[src/rtl/load_store_unit.sv]
// Package and memory-stage load/store unit for the RV32I pipeline.
// One load or store at a time is turned into a single data-memory
// transaction. Loads come back aligned and sign- or zero-extended.

package mem_interface_pkg;

  // Request to data memory.
  typedef struct packed {
    logic        valid;
    logic        we;
    logic [31:0] addr;
    logic [3:0]  be;
    logic [31:0] wdata;
  } mem_req_t;

  // Response from data memory.
  typedef struct packed {
    logic        ready;
    logic        rvalid;
    logic [31:0] rdata;
  } mem_resp_t;

  // FSM state of the load/store unit, also visible on its debug port.
  typedef enum logic [1:0] {
    LSU_IDLE = 2'd0,
    LSU_REQ  = 2'd1,
    LSU_WAIT = 2'd2
  } lsu_state_e;

endpackage

// Handshakes:
//   op:   an operation is taken on a rising edge where op_valid_i && op_ready_o.
//         op_ready_o is high only in IDLE, and op_* is ignored at all other times.
//   req:  mem_req_o.valid stays high and every request field stays frozen until
//         a rising edge samples mem_resp_i.ready high. That edge completes the
//         request.
//   resp: mem_resp_i.rvalid is taken only in WAIT. At any other time it is
//         dropped, so stray or post-reset responses have no effect.
module load_store_unit
  import mem_interface_pkg::*;
(
  input  logic        clk,
  input  logic        rst,
  input  logic        op_valid_i,
  output logic        op_ready_o,
  input  logic        op_we_i,
  input  logic [2:0]  op_funct3_i,
  input  logic [31:0] op_addr_i,
  input  logic [31:0] op_wdata_i,
  output logic        done_o,
  output logic        err_o,
  output logic [31:0] rdata_o,
  output mem_req_t    mem_req_o,
  input  mem_resp_t   mem_resp_i,
  output lsu_state_e  dbg_state_o
);

  lsu_state_e  r_state;
  lsu_state_e  w_state_d;

  logic        r_we;
  logic [2:0]  r_funct3;
  logic [31:0] r_addr;
  logic [3:0]  r_be;
  logic [31:0] r_wdata;
  logic        r_done;
  logic        r_err;
  logic [31:0] r_rdata;

  logic        w_legal;
  logic        w_accept;
  logic        w_done_d;
  logic        w_err_d;
  logic        w_load_done;
  logic [3:0]  w_be;
  logic [31:0] w_wdata;
  logic [31:0] w_lane_shift;
  logic [7:0]  w_byte;
  logic [15:0] w_half;
  logic [31:0] w_load_fmt;

  // Legality of the presented operation: funct3 must be defined for the
  // direction, and the address must be aligned to the access size.
  always_comb begin
    w_legal = 1'b0;
    case (op_funct3_i)
      3'b000:  w_legal = 1'b1;
      3'b001:  w_legal = (op_addr_i[0] == 1'b0);
      3'b010:  w_legal = (op_addr_i[1:0] == 2'b00);
      3'b100:  w_legal = !op_we_i;
      3'b101:  w_legal = !op_we_i && (op_addr_i[0] == 1'b0);
      default: w_legal = 1'b0;
    endcase
  end

  // Store byte enables and lane-replicated write data, captured at acceptance.
  always_comb begin
    w_be    = 4'b1111;
    w_wdata = op_wdata_i;
    case (op_funct3_i[1:0])
      2'b00: begin
        w_be    = 4'b0001 << op_addr_i[1:0];
        w_wdata = {4{op_wdata_i[7:0]}};
      end
      2'b01: begin
        w_be    = op_addr_i[1] ? 4'b1100 : 4'b0011;
        w_wdata = {2{op_wdata_i[15:0]}};
      end
      default: begin
        w_be    = 4'b1111;
        w_wdata = op_wdata_i;
      end
    endcase
  end

  // Load lane selection and extension from the latched address and funct3.
  always_comb begin
    w_lane_shift = mem_resp_i.rdata >> {r_addr[1:0], 3'b000};
    w_byte       = w_lane_shift[7:0];
    w_half       = r_addr[1] ? mem_resp_i.rdata[31:16] : mem_resp_i.rdata[15:0];
    w_load_fmt   = mem_resp_i.rdata;
    case (r_funct3)
      3'b000:  w_load_fmt = {{24{w_byte[7]}}, w_byte};
      3'b001:  w_load_fmt = {{16{w_half[15]}}, w_half};
      3'b100:  w_load_fmt = {24'd0, w_byte};
      3'b101:  w_load_fmt = {16'd0, w_half};
      default: w_load_fmt = mem_resp_i.rdata;
    endcase
  end

  // Next state, acceptance and completion decisions.
  always_comb begin
    w_state_d   = r_state;
    w_accept    = 1'b0;
    w_done_d    = 1'b0;
    w_err_d     = 1'b0;
    w_load_done = 1'b0;
    case (r_state)
      LSU_IDLE: begin
        if (op_valid_i) begin
          if (w_legal) begin
            w_accept  = 1'b1;
            w_state_d = LSU_REQ;
          end else begin
            // Rejected without touching memory; reported next cycle.
            w_done_d = 1'b1;
            w_err_d  = 1'b1;
          end
        end
      end
      LSU_REQ: begin
        if (mem_resp_i.ready) begin
          if (r_we) begin
            w_state_d = LSU_IDLE;
            w_done_d  = 1'b1;
          end else begin
            w_state_d = LSU_WAIT;
          end
        end
      end
      LSU_WAIT: begin
        if (mem_resp_i.rvalid) begin
          w_state_d   = LSU_IDLE;
          w_done_d    = 1'b1;
          w_load_done = 1'b1;
        end
      end
      default: w_state_d = LSU_IDLE;
    endcase
  end

  // State, latched operation and registered completion outputs.
  always_ff @(posedge clk) begin
    if (rst) begin
      r_state  <= LSU_IDLE;
      r_we     <= 1'b0;
      r_funct3 <= 3'd0;
      r_addr   <= 32'd0;
      r_be     <= 4'd0;
      r_wdata  <= 32'd0;
      r_done   <= 1'b0;
      r_err    <= 1'b0;
      r_rdata  <= 32'd0;
    end else begin
      r_state <= w_state_d;
      r_done  <= w_done_d;
      r_err   <= w_err_d;
      if (w_accept) begin
        r_we     <= op_we_i;
        r_funct3 <= op_funct3_i;
        r_addr   <= op_addr_i;
        r_be     <= w_be;
        r_wdata  <= w_wdata;
      end
      if (w_load_done) begin
        r_rdata <= w_load_fmt;
      end
    end
  end

  // Request is built only from state and latched registers. All fields are
  // zero outside REQ.
  always_comb begin
    mem_req_o = '0;
    if (r_state == LSU_REQ) begin
      mem_req_o.valid = 1'b1;
      mem_req_o.we    = r_we;
      mem_req_o.addr  = {r_addr[31:2], 2'b00};
      mem_req_o.be    = r_be;
      mem_req_o.wdata = r_wdata;
    end
  end

  assign op_ready_o  = (r_state == LSU_IDLE);
  assign done_o      = r_done;
  assign err_o       = r_err;
  assign rdata_o     = r_rdata;
  assign dbg_state_o = r_state;

endmodule

[config.mk]
export PLATFORM = sky130hd
export DESIGN_NAME = load_store_unit
export DESIGN_NICKNAME = d
export VERILOG_FILES = /design/src/rtl/load_store_unit.sv
export SDC_FILE = /design/constraint.sdc
export NUM_CORES = 1
export LEC_CHECK = 0
export ABC_AREA = 0
export ABC_CLOCK_PERIOD_IN_PS = 3400
export CORE_MARGIN = 3
export CORE_UTILIZATION = 40
export CTS_BUF_LIST = sky130_fd_sc_hd__clkbuf_16
export CTS_CLUSTER_SIZE = 10
export DETAILED_ROUTE_END_ITERATION = 16
export GPL_ROUTABILITY_DRIVEN = 0
export HOLD_SLACK_MARGIN = 0.05
export PLACE_DENSITY = 0.75
export SYNTH_ARGS = -nofsm -noshare
export SYNTH_HDL_FRONTEND = slang
export SYNTH_SLANG_ARGS = --single-unit
[constraint.sdc]
create_clock -name clk -period 3.4 [get_ports clk]
set_input_delay 0.68 -clock clk [delete_from_list [all_inputs] [get_ports clk]]
set_output_delay 0.68 -clock clk [all_outputs]
set_load 0.01 [all_outputs]
---- Word-level counts from Yosys, hierarchy flattened ----
Cells that the tools add are included.
storage, ports and cells
  memory bits (read-only) ................. 0
  RAM bits ................................ 0
  bits in registers ....................... 108
  output and inout port bits .............. 107
  word-level logic and storage cells ...... 59
  bits of input ports ..................... 105
  memories ................................ 0
  latch bits .............................. 0
operators by class
  bitwise logic cells ..................... 2
  mux-type cells .......................... 23
  div/mod/pow operators ................... 0
  magnitude comparators ................... 0
  shifts and indexed selects .............. 2
  multipliers ............................. 0
  reduce and logical (&&, ||, !) cells .... 9
  eq/ne operators ......................... 14
  $add $sub $neg .......................... 0
operators by type and width
  cell                                                    count
  case mux 32 bit (4 select lines)                        1
  2-to-1 mux 70 bit                                       1
  case mux 32 bit (2 select lines)                        1
  right shift 32 x 5 -> 8 bit                             1
  2-to-1 mux 16 bit                                       1
  == test 3 bit (second input constant)                   4
  2-to-1 mux 2 bit                                        5
  2-to-1 mux 1 bit                                        9
  case mux 4 bit (2 select lines)                         1
  == test 3 x 1 -> 1 bit (second input constant)          2
  logical NOT 2 bit                                       3
  logical NOT 3 bit                                       2
  inequality test 2 bit (second input constant)           3
  case mux 2 bit (3 select lines)                         1
  case mux 1 bit (5 select lines)                         1
  == test 2 x 1 -> 1 bit (second input constant)          2
  2-to-1 mux 4 bit                                        1
  AND reduction 4 bit                                     1
  left shift 1 x 2 -> 4 bit (first input constant)        1
  == test 3 x 2 -> 1 bit (second input constant)          1
  case mux 1 bit (3 select lines)                         1
  == test 2 bit (second input constant)                   1
  inequality test 2 x 1 -> 1 bit (second input constant)  1
  inverter 1 bit                                          2
  3 further kinds                                         3

---- Depth between registers and ports, before layout ----
Gate-level depths: netlist of run 1.
  depth in word-level cells ............... 6
  mapped depth ............................ 7
  depth with buffers taken out ............ 4

---- Worst setup path before layout of run 1 ----
No wires, ideal clock.
  path kind ............................... register to output
  from .................................... reg r_state[0], in the netlist dbg_state_o[0]
  to ...................................... out mem_req_o[39] (netlist name)
  setup slack ............................. 1350 ps
  data arrival time ....................... 1370 ps
  required time ........................... 2720 ps
  cell stages (with the launch flop) ...... 5
  path buffers ............................ 2
  cells stage by stage .................... dfxtp_1 > nor2b_1 > clkbuf_1 > clkbuf_1 > and2_1
RTL lines
  item                    line  RTL
  start, declared         59    lsu_state_e r_state;
  start signal, assigned  186   r_state <= w_state_d;
  end, declared           54    output mem_req_t mem_req_o,

---- Final worst setup path of run 1 ----
  from .................................... in op_addr_i[0]
  to ...................................... reg r_addr[26]
on the way
  cells in the longest elaborated chain, start to end .. 6
  elaborated cells between the ends (all ways) .. 7
  classes of those cells .................. mux: 4; bitwise: 1; reduce/logical: 2
ends and longest elaborated chain
  item                                 line    RTL
  start, declared                      49      input logic [31:0] op_addr_i,
  inverter 1 bit                       89, 92
  logical AND 1 bit                    92      3'b101: w_legal = !op_we_i && (op_addr_i[0] == 1'b0);
  case mux 1 bit (5 select lines) (*)  87      case (op_funct3_i)
  2-to-1 mux 1 bit (*)                 142     if (w_legal) begin
  2-to-1 mux 1 bit (*)                 141     if (op_valid_i) begin
  2-to-1 mux 1 bit (*)                 139     case (r_state)
  end signal, assigned                 192     r_addr <= op_addr_i;
  end, declared                        64      logic [31:0] r_addr;
Every way passes the cells marked *; elsewhere a longest branch is shown, timed or not.
A chain may end at the register's enable or synchronous reset.

==> results of run 1 <==
[layout make-up]
class / instances / area [µm²] / share of cell area, %
multi-input combinational: 483 / 2820 / 36.8
timing repair buffer: 224 / 2200 / 28.7
sequential: 108 / 2160 / 28.1
clock buffer: 9 / 225 / 2.93
tap: 172 / 215 / 2.80
clock inverter: 7 / 42.5 / 0.554
inverter: 3 / 11.3 / 0.147
[final timing paths]
kind	slack [ns]	depth (start not counted)	endpoint	startpoint
max reg2reg	1.24	4	rdata_o[5]	r_funct3[0]
min	0.45	2	r_addr[9]	r_addr[9]
min reg2reg	0.45	2	r_addr[9]	r_addr[9]
max	0.66	6	r_addr[26]	op_addr_i[0]
[kinds of logic (layout without fill, tap and decap cells)]
group / after synthesis / count (layout)
AND/OR/NAND/NOR: 284 / 284
AO/OA/AOI/OAI: 163 / 163
other: 1 / 2
buffers and inverters: 61 / 243
multiplexers: 34 / 34
flip-flops: 108 / 108
[flip-flops by register name, summed over array words and instances, names as in the netlist]
register and cells:
err_o 1, r_we 1, r_funct3 3, r_wdata 32, r_be 4, rdata_o 32, dbg_state_o 2, r_addr 32
done_o 1
[placed cells by master, fill, tap and decap left out, types with 2 or more instances in the layout]
master,synthesis,layout
clkdlybuf4s50_1,0,208
nand2_1,137,137
dfxtp_1,108,108
a21oi_1,72,72
and2_1,67,67
nor2_1,53,53
a211oi_1,40,40
mux2i_1,26,26
o21ai_0,17,17
buf_4,6,16
a311oi_2,10,10
nand3b_1,9,9
clkbuf_16,0,9
o211ai_1,8,8
mux2_2,8,8
nor4bb_1,7,7
o22a_1,7,7
nand2b_1,5,5
clkinv_1,1,3
a211oi_2,2,2
inv_1,2,2
conb_1,1,2
clkinv_2,0,2
[cells in the mapped netlist]
library cell	number	area (µm²)
clkbuf_1	39	146
inv_1	2	7.51
a31oi_1	1	6.26
o21ai_0	17	85.1
conb_1	1	3.75
nand2b_1	5	31.3
a211oi_1	40	300
dfxtp_1	108	2160
nand3b_1	9	67.6
and3b_1	1	8.76
buf_6	2	22.5
o211ai_1	8	60.1
a221oi_1	1	8.76
and2_1	67	419
nor2b_1	1	6.26
buf_2	9	45.0
mux2i_1	26	260
nand2_1	137	514
mux2_2	8	90.1
a311oi_1	1	8.76
nor3b_1	1	7.51
o211a_1	1	10.0
nor4bb_1	7	70.1
nor4_1	1	6.26
a211oi_2	2	25.0
o21ai_1	1	5.00
clkinv_1	1	3.75
buf_1	2	7.51
a311oi_2	10	150
nor2_1	53	199
buf_4	6	45.0
o211ai_2	1	12.5
o22a_1	7	61.3
nand3_1	1	5.00
nor3_1	1	5.00
a211o_1	1	8.76
a21oi_1	72	360
[metal layers]
metal  GRT usage (%)  up-vias
met1            29.9     2502
met2            36.8      233
met5               0        -
li1                -     2578
met3            5.43       41
met4            9.77        0
[power breakdown]
| group | total (mW) | internal (mW) | switching (mW) |
|---|---|---|---|
| clock network | 0.969 | 0.494 | 0.476 |
| registers | 1.35 | 1.32 | 0.0344 |
| logic | 0.459 | 0.235 | 0.224 |
[worst register-to-register path, cell delays in order (launching register included)]
cell and delay (ns):
dfxtp_1 0.73, nand2b_1 0.69, mux2i_1 0.30, o22a_1 0.20
a211oi_1 0.07
==> results.ini, run 1 <==
[synthesis]
ys_ff_latch = 108
synth-adder-area-share_pct = 0
synth_top_family_by_area = simple AND/OR/NAND/NOR gates
synthMuxAreaShare_pct = 6.69
synth_area_um2 = 5240
synth_compound_area_share_pct = 21.1
avgSynthCellArea_um2 = 8.04
synth_xor_area_share_pct = 0
yosys.area_share.simple_pct = 25.6
yosysWarnings = 0
syn_inst = 651
ys_types = 37
ys_seq_area_share_pct = 41.3

[timing]
tns_ns = 0
final_hold_viol_count = 0
fmax_mhz = 365
max_slew_margin_pct = 21.1
fin_crit_sh_pct = 80.7
post-route-worst-setup-slack_ns = 0.657
worst_slew_pin_slew_ns = 1.18
setup_viol = 0
min_period_ns = 2.74
final_max_slew_viol_count = 0
finClkSkew_ns = 0.00956
hold_ws_ns = 0.451
rsz0062_at_grt = false

[cts]
cts_tree = done
cts_resized = 0
cts_buffer_depth = 2
clk_latency_ns = 0.35
cts_setup_buffers = 0
htree_levels = 3
cts_buffers = 9
cts.sinks = 108
cts_hold_buf = 0
clkTransAtPathRegs_ns = 0.07
cts-root-buf = clkbuf_16

[routing]
first_pass_iters = 5
dr.first_iter.drc_count = 449
wl_met3_um = 1370
wl_um = 17000
wl_per_cell_um = 16.9
vias = 5354
dr_wl_met2_um = 7980
drc = 0
wl_met1_um = 7060
ant_nets = 0
top_layer = met4
avgViaCountPerCell = 5.32

[critical_path]
path_cells = clkdlybuf4s50_1 > a221oi_1 > o211a_4 > buf_4 > nand2_1 > a21oi_1
required_ns = 3.66
critical_path.max_fanout = 36
crit_family = compound AO/OA/AOI/OAI gates
critPathArrivalTime_ns = 3.01
slowest_stage = a221oi_1
end_kind = flip-flop
crit_type = in2reg
worst-path-buf-inv = 2
crit_path_max_incr_delay_ns = 0.66
start_kind = input pin

[die]
die_w_um = 120
die_area_um2 = 14500
die_h_um = 120
rows = 41
pin_count = 212
core_um2 = 12700
start_util_pct = 41.2

[placement]
dpl_cell_area_um2 = 7410
hpwl_um = 12300
portBuffers = 209
dp.cells = 990
pre_cts_ws_ns = 0.321

[power_and_ir_drop]
power_density_nw_per_um2 = 362
vdd_drop_max_v = 0.000290
total_power_mw = 2.78
p_leak_nw = 2.68

[cells_and_area]
antennaDiodeCount = 0
final_nets = 934
stdcell_count = 1006
final_core_util_pct = 60.4
num-fill-cells = 1205
fin_area_um2 = 7680
syn_to_final_growth_pct = 46.7
drive_above_1_share_pct = 6.35

[flow_run]
drv_cap = 0

[global_routing]
grt_pass1_wl_um = 27000
gr-total-overflow = 0
grt_max_degree = 109
grt_pass1_vias = 5268
antenna_found_initial = 0
gr-usage-all-layers_pct = 23.1

[run_status]
outcome = finished clean

[hold_path]
hold_path.class = reg2reg

Power figures use the tool's default switching activity.
==> run 2: changes to the inputs <==
--- a/config.mk
+++ b/config.mk
@@ -6,7 +6,7 @@
 export NUM_CORES = 1
 export LEC_CHECK = 0
 export ABC_AREA = 0
-export ABC_CLOCK_PERIOD_IN_PS = 3400
+export ABC_CLOCK_PERIOD_IN_PS = 2600
 export CORE_MARGIN = 3
 export CORE_UTILIZATION = 40
 export CTS_BUF_LIST = sky130_fd_sc_hd__clkbuf_16
==> constraint.sdc (replaced) <==
create_clock -name clk -period 2.6 [get_ports clk]
set_input_delay 0.52 -clock clk [delete_from_list [all_inputs] [get_ports clk]]
set_output_delay 0.52 -clock clk [all_outputs]
set_load 0.01 [all_outputs]
==> run 2 against run 1 <==
Compared with the run above: utilization increased by 1.8 points; critical path depth decreased by 2; sequential power increased by 31%; non-clock buffer count increased by 4; count of clock-buffer cells in the layout unchanged; register-to-register slack got worse by 0.48 ns; clock power increased by 82%; clock skew decreased by 0.0025 ns; critical endpoint is now mem_req_o[7].
==> results.ini, run 2 (synthesis results as in run 1) <==
[cts]
htree_levels = 3
clk_latency_ns = 0.35
cts.sinks = 108
cts_buffer_depth = 2
cts_tree = done
cts-root-buf = clkbuf_16
cts_buffers = 9
clkTransAtPathRegs_ns = 0.06
cts_setup_buffers = 0

[timing]
setup_viol = 0
fin_crit_sh_pct = 93.7
hold_ws_ns = 0.452
max_slew_margin_pct = 33.8
rsz0062_at_grt = false
finClkSkew_ns = 0.00707
final_max_slew_viol_count = 0
final_hold_viol_count = 0
fmax_mhz = 411
min_period_ns = 2.44
tns_ns = 0
worst_slew_pin_slew_ns = 0.992

[cells_and_area]
antennaDiodeCount = 0
final_cell_mix = clkdlybuf4s50_1, nand2_1, dfxtp_1, a21oi_1, and2_1
layout_commonest_cell = clkdlybuf4s50_1
syn_to_final_growth_pct = 51.1
drive_above_1_share_pct = 7.04
final_nets = 938
num-fill-cells = 1173
final_core_util_pct = 62.2

[global_routing]
met3_usage_pct = 5.66
gr-usage-all-layers_pct = 23.2
grt-busiest-layer = met2
grt_pass1_vias = 5218
use_met2_pct = 37.6
met1_usage_pct = 29.9
antenna_found_initial = 0
grt_max_degree = 70
gr-total-overflow = 0
grt_pass1_wl_um = 27000

[flow_run]
drv_cap = 0

[hold_path]
hold_path.class = reg2reg

[routing]
wl_per_cell_um = 17.3
dr.first_iter.drc_count = 456
first_pass_iters = 6
vias = 5384
wl_um = 17500
ant_nets = 0
avgViaCountPerCell = 5.33
drc = 0

[die]
pin_count = 212
rows = 41
die_area_um2 = 14500
die_w_um = 120
start_util_pct = 41.2
die_h_um = 120
core_um2 = 12700

[critical_path]
end_kind = primary output
critical_path.max_fanout = 35
start_kind = flip-flop
crit_type = reg2out
critPathArrivalTime_ns = 1.92
required_ns = 2.08

[run_status]
outcome = finished clean

[placement]
portBuffers = 209
hpwl_um = 12600

[power_and_ir_drop]
total_power_mw = 4.15
vdd_drop_max_v = 0.000323
power_density_nw_per_um2 = 525
p_leak_nw = 2.78

==> run 2: changes by cell type in the layout (fill, tap and decap cells not counted), sizes merged <==
cell and delta:
bufinv +5, buf +3, clkinv -3, clkbuf +1, clkinvlp -1, inv -1
==> run 2: worst paths after layout <==
| kind | slack [ns] | start | cells past startpoint | to |
|---|---|---|---|---|
| max | 0.16 | dbg_state_o[0] | 4 | mem_req_o[7] |
| min | 0.45 | r_addr[12] | 2 | r_addr[12] |
| max reg2reg | 0.76 | r_addr[0] | 4 | rdata_o[5] |
| min reg2reg | 0.45 | r_addr[12] | 2 | r_addr[12] |
==> run 2: power breakdown <==
part           total (mW)  leakage [nW]  switching (mW)  internal (mW)
logic               0.627          1.71           0.303          0.324
registers            1.77         0.878          0.0432           1.72
clock network        1.76         0.187           0.626           1.13
==> run 2: area by class of cell <==
cell class,instances,area [µm²],area share (%)
Tap cell,172,215,2.72
Inverter,3,11.3,0.142
Sequential cell,108,2160,27.3
Timing Repair Buffer,228,2310,29.2
Clock inverter,7,163,2.06
Multi-Input combinational cell,483,2820,35.7
Clock buffer,9,225,2.85
==> run 2: critical path, stage by stage (launching register included) <==
cell             delay, ns
dfxtp_2               0.39
nor2b_4               0.23
buf_12                0.21
and2_1                0.15
clkdlybuf4s50_1       0.58
==> run 2: repair_timing <==
action                                  in CTS  in global routing
gates resized for setup                      0                  1
endpoints found under the setup margin       0                 26
hold buffers                                 0                  0
==> run 2: metal layers <==
| metal | share of wire, % | routed length (µm) |
|---|---|---|
| met5 | 0 | 0 |
| met1 | 42 | 7320 |
| met3 | 7.8 | 1360 |
| met2 | 48 | 8370 |
| met4 | 2.6 | 461 |
==> run 2: through the flow <==
| stage | instance area (µm²) | cells | setup slack [ns] |
|---|---|---|---|
| 2_1_floorplan | 5240 | 652 | 0.710 |
| 3_3_place_gp | 7500 | 993 | 0.192 |
| 3_5_place_dp | 7500 | 993 | 0.0438 |
| 4_1_cts | 7890 | 1009 | 0.0280 |
| 5_1_grt | 7910 | 1010 | 0.0736 |
| 6_report | 7910 | 1010 | 0.164 |
